[src/rtl/collision_scanner_if.sv]
// Signal bundle between the object-position logic (master) and the
// collision scanner (slave). Status outputs flow back to the master side.
interface collision_scanner_if #(
  parameter int N_OBS = 4,
  parameter int H_W   = 10,
  parameter int V_W   = 9
);
  localparam int IDX_W = (N_OBS > 1) ? $clog2(N_OBS) : 1;

  logic                   frame_tick;
  logic                   restart;
  logic [H_W-1:0]         car_h_pos;
  logic [V_W-1:0]         car_v_pos;
  logic [N_OBS*H_W-1:0]   obs_h_flat;
  logic [N_OBS*V_W-1:0]   obs_v_flat;
  logic [N_OBS-1:0]       obs_valid;
  logic                   busy;
  logic                   reset_game;
  logic [IDX_W-1:0]       hit_idx;
  logic [3:0]             lives;
  logic                   invuln;
  logic                   game_over;

  modport master (
    output frame_tick, restart, car_h_pos, car_v_pos,
           obs_h_flat, obs_v_flat, obs_valid,
    input  busy, reset_game, hit_idx, lives, invuln, game_over
  );

  modport slave (
    input  frame_tick, restart, car_h_pos, car_v_pos,
           obs_h_flat, obs_v_flat, obs_valid,
    output busy, reset_game, hit_idx, lives, invuln, game_over
  );
endinterface

[src/rtl/collision_scanner.sv]
// Sequential car/obstacle collision scanner. Snapshots positions on each
// frame_tick, tests one obstacle per clock with a full rectangle overlap,
// and manages lives, a frame-counted invulnerability window and game over.
module collision_scanner #(
  parameter int N_OBS       = 4,
  parameter int H_W         = 10,
  parameter int V_W         = 9,
  parameter int CAR_W       = 40,
  parameter int CAR_H       = 60,
  parameter int OBS_W       = 50,
  parameter int OBS_H       = 50,
  parameter int HOLD_FRAMES = 60,
  parameter int LIVES       = 3
) (
  input logic               clk,
  input logic               rst_n,
  collision_scanner_if.slave bus
);
  localparam int IDX_W = (N_OBS > 1) ? $clog2(N_OBS) : 1;
  localparam int HC_W  = (HOLD_FRAMES > 1) ? $clog2(HOLD_FRAMES) : 1;

  localparam logic [H_W:0]   CAR_W_X  = (H_W+1)'(CAR_W);
  localparam logic [H_W:0]   OBS_W_X  = (H_W+1)'(OBS_W);
  localparam logic [V_W:0]   CAR_H_X  = (V_W+1)'(CAR_H);
  localparam logic [V_W:0]   OBS_H_X  = (V_W+1)'(OBS_H);
  localparam logic [3:0]     LIVES_X  = 4'(LIVES);
  localparam logic [IDX_W-1:0] LAST_IDX = IDX_W'(N_OBS - 1);
  localparam logic [HC_W-1:0]  HOLD_LAST = HC_W'(HOLD_FRAMES - 1);

  typedef enum logic [2:0] {IDLE, SCAN, HIT, HOLD, OVER} state_t;

  state_t state, state_n;

  // Snapshot of positions taken at scan start
  logic [H_W-1:0]   car_h_s;
  logic [V_W-1:0]   car_v_s;
  logic [H_W-1:0]   obs_h_s [N_OBS];
  logic [V_W-1:0]   obs_v_s [N_OBS];
  logic [N_OBS-1:0] valid_s;

  logic [IDX_W-1:0] idx;
  logic             found;
  logic [IDX_W-1:0] found_idx;
  logic [HC_W-1:0]  hold_cnt;

  logic             busy_q;
  logic             reset_game_q;
  logic [IDX_W-1:0] hit_idx_q;
  logic [3:0]       lives_q;
  logic             invuln_q;
  logic             game_over_q;

  logic             hit_now;
  logic             last_idx;
  logic             hold_last;
  logic             scan_hit;

  logic [H_W:0] car_l, car_r, ob_l, ob_r;
  logic [V_W:0] car_t, car_b, ob_t, ob_b;

  // Overlap test of the currently indexed obstacle, sums one bit wider so
  // right/bottom edges near the coordinate limit cannot wrap.
  always_comb begin
    car_l   = {1'b0, car_h_s};
    car_r   = car_l + CAR_W_X;
    ob_l    = {1'b0, obs_h_s[idx]};
    ob_r    = ob_l + OBS_W_X;
    car_t   = {1'b0, car_v_s};
    car_b   = car_t + CAR_H_X;
    ob_t    = {1'b0, obs_v_s[idx]};
    ob_b    = ob_t + OBS_H_X;
    hit_now = valid_s[idx] &&
              (car_l < ob_r) && (ob_l < car_r) &&
              (car_t < ob_b) && (ob_t < car_b);
  end

  assign last_idx  = (idx == LAST_IDX);
  assign hold_last = (hold_cnt == HOLD_LAST);
  assign scan_hit  = found || hit_now;

  // State register
  always_ff @(posedge clk or negedge rst_n) begin
    if (!rst_n) state <= IDLE;
    else        state <= state_n;
  end

  // Next-state logic; restart overrides every state
  always_comb begin
    state_n = state;
    if (bus.restart) begin
      state_n = IDLE;
    end else begin
      unique case (state)
        IDLE: if (bus.frame_tick) state_n = SCAN;
        SCAN: if (last_idx) state_n = scan_hit ? HIT : IDLE;
        // game_over was already registered on entry to HIT
        HIT:  state_n = game_over_q ? OVER : HOLD;
        HOLD: if (bus.frame_tick && hold_last) state_n = IDLE;
        OVER: state_n = OVER;
        default: state_n = IDLE;
      endcase
    end
  end

  // Snapshot capture, scan index, first-hit latch and hold counter
  always_ff @(posedge clk or negedge rst_n) begin
    if (!rst_n) begin
      car_h_s   <= '0;
      car_v_s   <= '0;
      valid_s   <= '0;
      for (int unsigned i = 0; i < N_OBS; i++) begin
        obs_h_s[i] <= '0;
        obs_v_s[i] <= '0;
      end
      idx       <= '0;
      found     <= 1'b0;
      found_idx <= '0;
      hold_cnt  <= '0;
    end else if (bus.restart) begin
      idx       <= '0;
      found     <= 1'b0;
      hold_cnt  <= '0;
    end else begin
      unique case (state)
        IDLE: begin
          if (bus.frame_tick) begin
            car_h_s <= bus.car_h_pos;
            car_v_s <= bus.car_v_pos;
            valid_s <= bus.obs_valid;
            for (int unsigned i = 0; i < N_OBS; i++) begin
              obs_h_s[i] <= bus.obs_h_flat[i*H_W +: H_W];
              obs_v_s[i] <= bus.obs_v_flat[i*V_W +: V_W];
            end
            idx   <= '0;
            found <= 1'b0;
          end
        end
        SCAN: begin
          idx <= idx + IDX_W'(1);
          if (hit_now && !found) begin
            found     <= 1'b1;
            found_idx <= idx;
          end
        end
        HIT:  hold_cnt <= '0;
        HOLD: if (bus.frame_tick) hold_cnt <= hold_last ? '0 : hold_cnt + HC_W'(1);
        default: ;
      endcase
    end
  end

  // Registered outputs; the hit bookkeeping is done on the edge entering HIT
  // so the pulse, index and lives all appear in the HIT cycle together.
  always_ff @(posedge clk or negedge rst_n) begin
    if (!rst_n) begin
      busy_q       <= 1'b0;
      reset_game_q <= 1'b0;
      hit_idx_q    <= '0;
      lives_q      <= LIVES_X;
      invuln_q     <= 1'b0;
      game_over_q  <= 1'b0;
    end else begin
      busy_q       <= (state_n == SCAN);
      invuln_q     <= (state_n == HOLD);
      reset_game_q <= (state_n == HIT) && (state == SCAN);
      if (bus.restart) begin
        lives_q     <= LIVES_X;
        game_over_q <= 1'b0;
      end else if (state == SCAN && last_idx && scan_hit) begin
        hit_idx_q   <= found ? found_idx : idx;
        lives_q     <= (lives_q == 4'd0) ? 4'd0 : lives_q - 4'd1;
        game_over_q <= (lives_q <= 4'd1);
      end
    end
  end

  assign bus.busy       = busy_q;
  assign bus.reset_game = reset_game_q;
  assign bus.hit_idx    = hit_idx_q;
  assign bus.lives      = lives_q;
  assign bus.invuln     = invuln_q;
  assign bus.game_over  = game_over_q;
endmodule

[src/flat_wrapper.sv]
// flat-port wrapper written by rule: the top's interface ports become plain ports
module collision_scanner_flat 
#(
  parameter int N_OBS       = 4,
  parameter int H_W         = 10,
  parameter int V_W         = 9,
  parameter int CAR_W       = 40,
  parameter int CAR_H       = 60,
  parameter int OBS_W       = 50,
  parameter int OBS_H       = 50,
  parameter int HOLD_FRAMES = 60,
  parameter int LIVES       = 3
)
  (clk, rst_n, bus_frame_tick, bus_restart, bus_car_h_pos, bus_car_v_pos, bus_obs_h_flat, bus_obs_v_flat, bus_obs_valid, bus_busy, bus_reset_game, bus_hit_idx, bus_lives, bus_invuln, bus_game_over);
  collision_scanner_if #(.N_OBS(N_OBS), .H_W(H_W), .V_W(V_W)) bus_i ();
  input logic clk;
  input logic rst_n;
  input wire logic [$bits(bus_i.frame_tick)-1:0] bus_frame_tick;
  input wire logic [$bits(bus_i.restart)-1:0] bus_restart;
  input wire logic [$bits(bus_i.car_h_pos)-1:0] bus_car_h_pos;
  input wire logic [$bits(bus_i.car_v_pos)-1:0] bus_car_v_pos;
  input wire logic [$bits(bus_i.obs_h_flat)-1:0] bus_obs_h_flat;
  input wire logic [$bits(bus_i.obs_v_flat)-1:0] bus_obs_v_flat;
  input wire logic [$bits(bus_i.obs_valid)-1:0] bus_obs_valid;
  output wire logic [$bits(bus_i.busy)-1:0] bus_busy;
  output wire logic [$bits(bus_i.reset_game)-1:0] bus_reset_game;
  output wire logic [$bits(bus_i.hit_idx)-1:0] bus_hit_idx;
  output wire logic [$bits(bus_i.lives)-1:0] bus_lives;
  output wire logic [$bits(bus_i.invuln)-1:0] bus_invuln;
  output wire logic [$bits(bus_i.game_over)-1:0] bus_game_over;
  assign bus_i.frame_tick = bus_frame_tick;
  assign bus_i.restart = bus_restart;
  assign bus_i.car_h_pos = bus_car_h_pos;
  assign bus_i.car_v_pos = bus_car_v_pos;
  assign bus_i.obs_h_flat = bus_obs_h_flat;
  assign bus_i.obs_v_flat = bus_obs_v_flat;
  assign bus_i.obs_valid = bus_obs_valid;
  assign bus_busy = bus_i.busy;
  assign bus_reset_game = bus_i.reset_game;
  assign bus_hit_idx = bus_i.hit_idx;
  assign bus_lives = bus_i.lives;
  assign bus_invuln = bus_i.invuln;
  assign bus_game_over = bus_i.game_over;
  collision_scanner #(.N_OBS(N_OBS), .H_W(H_W), .V_W(V_W), .CAR_W(CAR_W), .CAR_H(CAR_H), .OBS_W(OBS_W), .OBS_H(OBS_H), .HOLD_FRAMES(HOLD_FRAMES), .LIVES(LIVES)) u_core (.clk(clk), .rst_n(rst_n), .bus(bus_i));
endmodule
[config.mk]
export PLATFORM = sky130hd
export DESIGN_NAME = collision_scanner_flat
export DESIGN_NICKNAME = d
export VERILOG_FILES = /design/src/rtl/collision_scanner_if.sv /design/src/rtl/collision_scanner.sv /design/src/flat_wrapper.sv
export SDC_FILE = /design/constraint.sdc
export NUM_CORES = 1
export LEC_CHECK = 0
export CAP_MARGIN = 5
export CORE_MARGIN = 2
export CORE_UTILIZATION = 58
export DETAILED_ROUTE_END_ITERATION = 8
export PLACE_DENSITY_LB_ADDON = 0.2
export SYNTH_ARGS = -nofsm -noshare
export SYNTH_HDL_FRONTEND = slang
export SYNTH_SLANG_ARGS = --single-unit
[constraint.sdc]
create_clock -name clk -period 11 [get_ports clk]
set_clock_uncertainty 0.2 [all_clocks]
set_input_delay 1.1 -clock clk [delete_from_list [all_inputs] [get_ports clk]]
set_output_delay 1.1 -clock clk [all_outputs]
set_load 0.01 [all_outputs]
* After elaboration in Yosys (flattened, before gate mapping)
Index checks and enable logic that the tools add are counted.
Word-level totals: bits in registers 123, input port bits 103, output and inout bits 10, logic and storage cells 104
Operators by class: $add $sub $neg 7, $lt $le $gt $ge 7, equal/unequal tests 12, mux-type cells 32, bitwise operators 2, reductions and logical operators 22
Operators by type and width (count):
- $add 10x6->11 const B | 2
- $lt 10x11->1 | 2
- $add 9x6->10 const B | 2
- $bmux 10 s2 | 1
- $lt 9x10->1 | 2
- $mux 10 | 2
- $bmux 9 s2 | 1
- $mux 6 | 3
- $mux 9 | 2
- $mux 3 | 5
- $pmux 3 s5 | 1
- $eq 3x2->1 const B | 4
- $mux 4 | 3
- $pmux 6 s2 | 1
- $logic_and 1x1->1 | 9
- $reduce_and 3->1 | 3
- $mux 2 | 4
- $add 6x1->6 const B | 1
- $eq 3x1->1 const B | 2
- $eq 6x6->1 const B | 1
- $mux 1 | 6
- $ne 3x3->1 const B | 2
- $reduce_and 2->1 | 3
- $reduce_bool 3->1 | 2
- 18 further kinds | 18

* Longest topological paths before layout
depth after elaboration 17, mapped depth 18, gate-level depth less buffers 15

* Worst setup path before layout
OpenSTA, ideal clock, no wires.
path type register -> register, start reg u_core.idx[0], end reg u_core.hit_idx_q[0] (netlist: u_core.bus.hit_idx[0]), setup time 125 ps, arrival time 3990 ps, data required time 10675 ps, setup slack 6685 ps, stages on the path, launching flop included 19, buffers on the path 3, clock period less this slack 4315 ps, cell sequence dfrtp_1 > buf_6 > buf_8 > buf_2 > mux4_2 > ha_1 > a21oi_2 > nand2b_1 > nand2_1 > xor2_1 > ha_1 > a211oi_1 > o211ai_1 > a31oi_1 > a311oi_1 > or3_4 > nor3_4 > o21a_4 > mux2_4
Between the ends: longest elaborated chain between the ends 13, elaborated cells on any way between the ends 25, classes of those cells add/sub: 2; order compare: 4; eq/ne: 1; mux: 9; bitwise: 1; reduce/logical: 8
Ends and longest elaborated chain:
- start, declared | RTL line collision_scanner.sv:41 | logic [IDX_W-1:0] idx;
- start signal, assigned | RTL line collision_scanner.sv:139 | idx <= idx + IDX_W'(1);
- $not 2->3 (implied by the code) | RTL line collision_scanner.sv:66, collision_scanner.sv:70
- $bmux 10 s2 | RTL line collision_scanner.sv:66 | ob_l = {1'b0, obs_h_s[idx]};
- $mux 10 (implied by the code) (2 in series) | RTL line collision_scanner.sv:66
- $add 10x6->11 | RTL line collision_scanner.sv:67 | ob_r = ob_l + OBS_W_X;
- $lt 10x11->1 | RTL line collision_scanner.sv:73 | (car_l < ob_r) && (ob_l < car_r) &&
- $logic_and 1x1->1 | RTL line collision_scanner.sv:72 | hit_now = valid_s[idx] &&
- $logic_and 1x1->1 (2 in series) | RTL line collision_scanner.sv:73
- $logic_and 1x1->1 | RTL line collision_scanner.sv:74 | (car_t < ob_b) && (ob_t < car_b);
- $logic_or 1x1->1 | RTL line collision_scanner.sv:79 | assign scan_hit = found || hit_now;
- $logic_and 1x1->1 | RTL line collision_scanner.sv:169 | end else if (state == SCAN && last_idx && scan_hit) begin
- $reduce_and 2->1 (no source line)
- end signal, assigned | RTL line collision_scanner.sv:170 | hit_idx_q <= found ? found_idx : idx;
- end, declared | RTL line collision_scanner.sv:48 | logic [IDX_W-1:0] hit_idx_q;
Several ways; a longest one is shown, not always the timed one. The select of a mux whose other input is x is not followed. A chain may end at the register's enable or synchronous reset.

* Final worst setup path
Same ends and word-level chain as after synthesis.

==> impl_metrics.yaml <==
global_route:
  gr-total-overflow: 0
  grt_pass1_vias: 4984
  grt_start_max_net_pins: 82
  antenna_found_initial: 0
  track_usage: 0.255
  grt_pass1_wl_um: 24500
floorplan:
  io_pins: 113
  die-area_sq_mm: 0.0123
  fp.dieH_um: 111
  initial_utilization: 0.589
  fp.coreArea_sq_mm: 0.0113
  fp.dieW_um: 111
  rows: 39
timing:
  fmax_ghz: 0.212
  slew_viol_final: 0
  hold_viol: 0
  setup_tns_ns: 0
  fin_crit_sh: 0.429
  fin_crit_ns: 4.72
  worst_slew_pin_slew_ns: 0.993
  maxSlewHeadroom: 0.338
  rsz0062_at_grt: "no"
  setup_viol: 0
power:
  irDropWorstVdd_mv: 0.141
  seqPwrFrac: 0.370
  cellPowerDensity_mw_per_mm2: 188
  internal_power_w: 0.00113
  clkPwrFrac: 0.343
  p_switching_w: 0.000464
  sw_frac_of_total: 0.292
  p_leak_nw: 3.56
  p_comb_frac: 0.286
yosys:
  netlist_area_sq_mm: 0.00663
  synth_edf_count: 0
  synth_top_cell_by_area: "dfrtp_1"
  avgSynthCellArea_sq_um: 12.7
  async_flop_share: 1.00
  synthTopCellsByArea: "dfrtp_1 46%, mux2_2 16%, ha_1 7.5%"
  synth_cell_types: 61
  syn_inst: 522
  syn_nets: 665
  synthFlopType: "dfrtp_1"
  seq_area_frac_synth: 0.464
  ys_warn_count: 0
  synth_top_area_share: 0.456
  synth_seq_cells: 123
worst_hold_path:
  holdCritStartpoint: "u_core.obs_v_s[14]"
  hp-class: "reg -> reg"
  min_path_cells: 1
route:
  vias: 4639
  drt_iter0_drc: 302
  drt_first_pass_iters: 5
  post_drt_via_cell_ratio: 5.84
  ant_nets: 0
  drt-total-wl_um: 14600
  route.detailed.wl_per_inst_um: 18.4
  drc: 0
clock_network:
  cts_sinks: 123
  cts.clk_slew.worst_paths_ns: 0.05
  clk_latency_ns: 0.42
  htreeDepth: 4
  cts_buffer_depth: 2
  cts_resized: 0
  root_buffer: "clkbuf_16"
  cts_tree: "built"
  post_cts_buffers: 0
  hold_buffers: 0
  cts-buffers-inserted: 17
placed_design:
  place_congestion: 0.838
  port_buffers: 112
  dp_hpwl_um: 10500
setup_path:
  worstPathArrival_ns: 4.82
  path_buf_inv: 0
  critPathLaunch: "u_core.idx[0]"
  r2r-start: "u_core.idx[0]"
  cp_common_cell: "ha_1"
  required_ns: 11.10
  cp_top_family: "compound AO/OA/AOI/OAI gates"
  rr_worst_depth: 15
  slowest_stage: "dfrtp_1"
  slowest_delay_ns: 0.78
  path_class: "reg -> reg"
  crit_chain: "mux4_2, ha_1, a21oi_2, nand2b_1, nand2_1, xor2_1, ha_1, a211oi_1, o211ai_1, a31oi_1, a311oi_1, or3_4, nor3_4, o21a_4, mux2_4"
  cp_num_cells: 15
  start_kind: "flop"
  cp-end-kind: "flop"
  worstPathMaxFanout: 14
run:
  max_cap_viol_count: 0
finish:
  nets: 781
  layout_commonest_cell: "dfrtp_1"
  final_core_utilization: 0.750
  insertedDiodeCount: 0
  most-common-layout-cells: "121 x dfrtp_1, 111 x clkdlybuf4s50_1, 97 x mux2_2"
  drive_gt1_frac: 0.240
  fill_cells: 736
  areaGrowthSynthToFinish_pct: 27.4
status:
  status: "finished clean"
-- worst register-to-register path: stages, from the launching register on --
cell and delay (ns):
dfrtp_1 0.78, mux4_2 0.66, ha_1 0.24, a21oi_2 0.16, nand2b_1 0.10, nand2_1 0.09, xor2_1 0.17, ha_1 0.27
a211oi_1 0.30, o211ai_1 0.14, a31oi_1 0.18, a311oi_1 0.08, or3_4 0.37, nor3_4 0.32, o21a_4 0.23, mux2_4 0.30
-- registers in the layout (all words and copies together), names as in the netlist, 2 cells and up --
signal	flops
u_core.state	3
u_core.idx	2
u_core.obs_v_s	36
u_core.hold_cnt	6
u_core.bus.hit_idx	2
u_core.obs_h_s	40
u_core.found_idx	2
u_core.car_v_s	9
u_core.valid_s	4
u_core.bus.lives	4
u_core.car_h_s	10
-- per-layer routing --
metal	wire (um)	GRT usage
met4	344	0.105
met3	592	0.0574
met1	6580	0.334
met5	0	0
met2	7060	0.414
-- path summary, 6_finish.rpt --
check | end | slack (ns)
worst max-delay path | u_core.bus.hit_idx[0] | 6.28
worst min-delay path | u_core.obs_v_s[14] | 0.30
worst min register to register | u_core.obs_v_s[14] | 0.30
max in group asynchronous | u_core.obs_v_s[17] | 8.74
worst max register to register | u_core.bus.hit_idx[0] | 6.28
min in group asynchronous | u_core.car_v_s[6] | 0.48
-- synthesized netlist by cell type, types with 3 or more instances --
| library cell | instances |
|---|---|
| ha_1 | 40 |
| mux4_2 | 8 |
| nand2_1 | 27 |
| and3_1 | 4 |
| mux2_2 | 97 |
| and2_1 | 4 |
| o21ai_0 | 21 |
| xor2_1 | 15 |
| buf_2 | 3 |
| xnor2_1 | 10 |
| nand2b_1 | 6 |
| a21oi_1 | 17 |
| nand4_1 | 5 |
| mux4_1 | 10 |
| nor3_1 | 6 |
| dfrtp_1 | 121 |
| nand3_1 | 11 |
| o21a_1 | 5 |
| a22oi_1 | 4 |
| mux2i_1 | 4 |
| inv_1 | 15 |
| nor2b_1 | 4 |
| clkbuf_1 | 13 |
| nor2_1 | 21 |
| a211oi_1 | 3 |
-- per-stage QoR --
| step | hold slack (ns) | setup slack, ns | instance area [sq um] | instances | total power, W |
|---|---|---|---|---|---|
| after floorplan | 0.259 | 6.68 | 6630 | 522 | 0.000904 |
| after global placement | 0.271 | 6.42 | 7870 | 762 | 0.00102 |
| after detailed placement | 0.281 | 6.28 | 7870 | 762 | 0.00104 |
| after CTS | 0.303 | 6.29 | 8450 | 794 | 0.00160 |
| after global routing | 0.318 | 5.93 | 8450 | 794 | 0.00168 |
| final | 0.303 | 6.28 | 8450 | 794 | 0.00159 |
-- power by group through the flow --
stage	sequential, W	combinational [W]	clock [W]
floorplan	0.000571	0.000333	0
global placement	0.000590	0.000434	0
detailed placement	0.000594	0.000450	0
CTS	0.000589	0.000455	0.000554
global route	0.000599	0.000510	0.000575
finish	0.000589	0.000456	0.000546
-- final cells by class --
type | count | area [sq um] | area share
flip-flops and latches | 123 | 3080 | 0.364
inverters | 15 | 56.3 | 0.00666
clock inverters | 7 | 87.6 | 0.0104
multi-input cells | 365 | 3410 | 0.403
well taps | 143 | 179 | 0.0212
clock buffers | 25 | 495 | 0.0586
repair buffers | 116 | 1150 | 0.136
-- cells by family (layout without fill, tap and decap cells) --
group / Yosys count / after routing / synth area share
and+or+nand+nor: 103 / 103 / 0.0826
buffers and inverters: 34 / 163 / 0.0232
adders and majority gates: 40 / 40 / 0.0754
xor gates and xnor gates: 25 / 25 / 0.0330
AOI/OAI and AO/OA: 74 / 74 / 0.0760
DFF: 123 / 123 / 0.464
muxes: 123 / 123 / 0.245
Power figures use the tool's default switching activity.
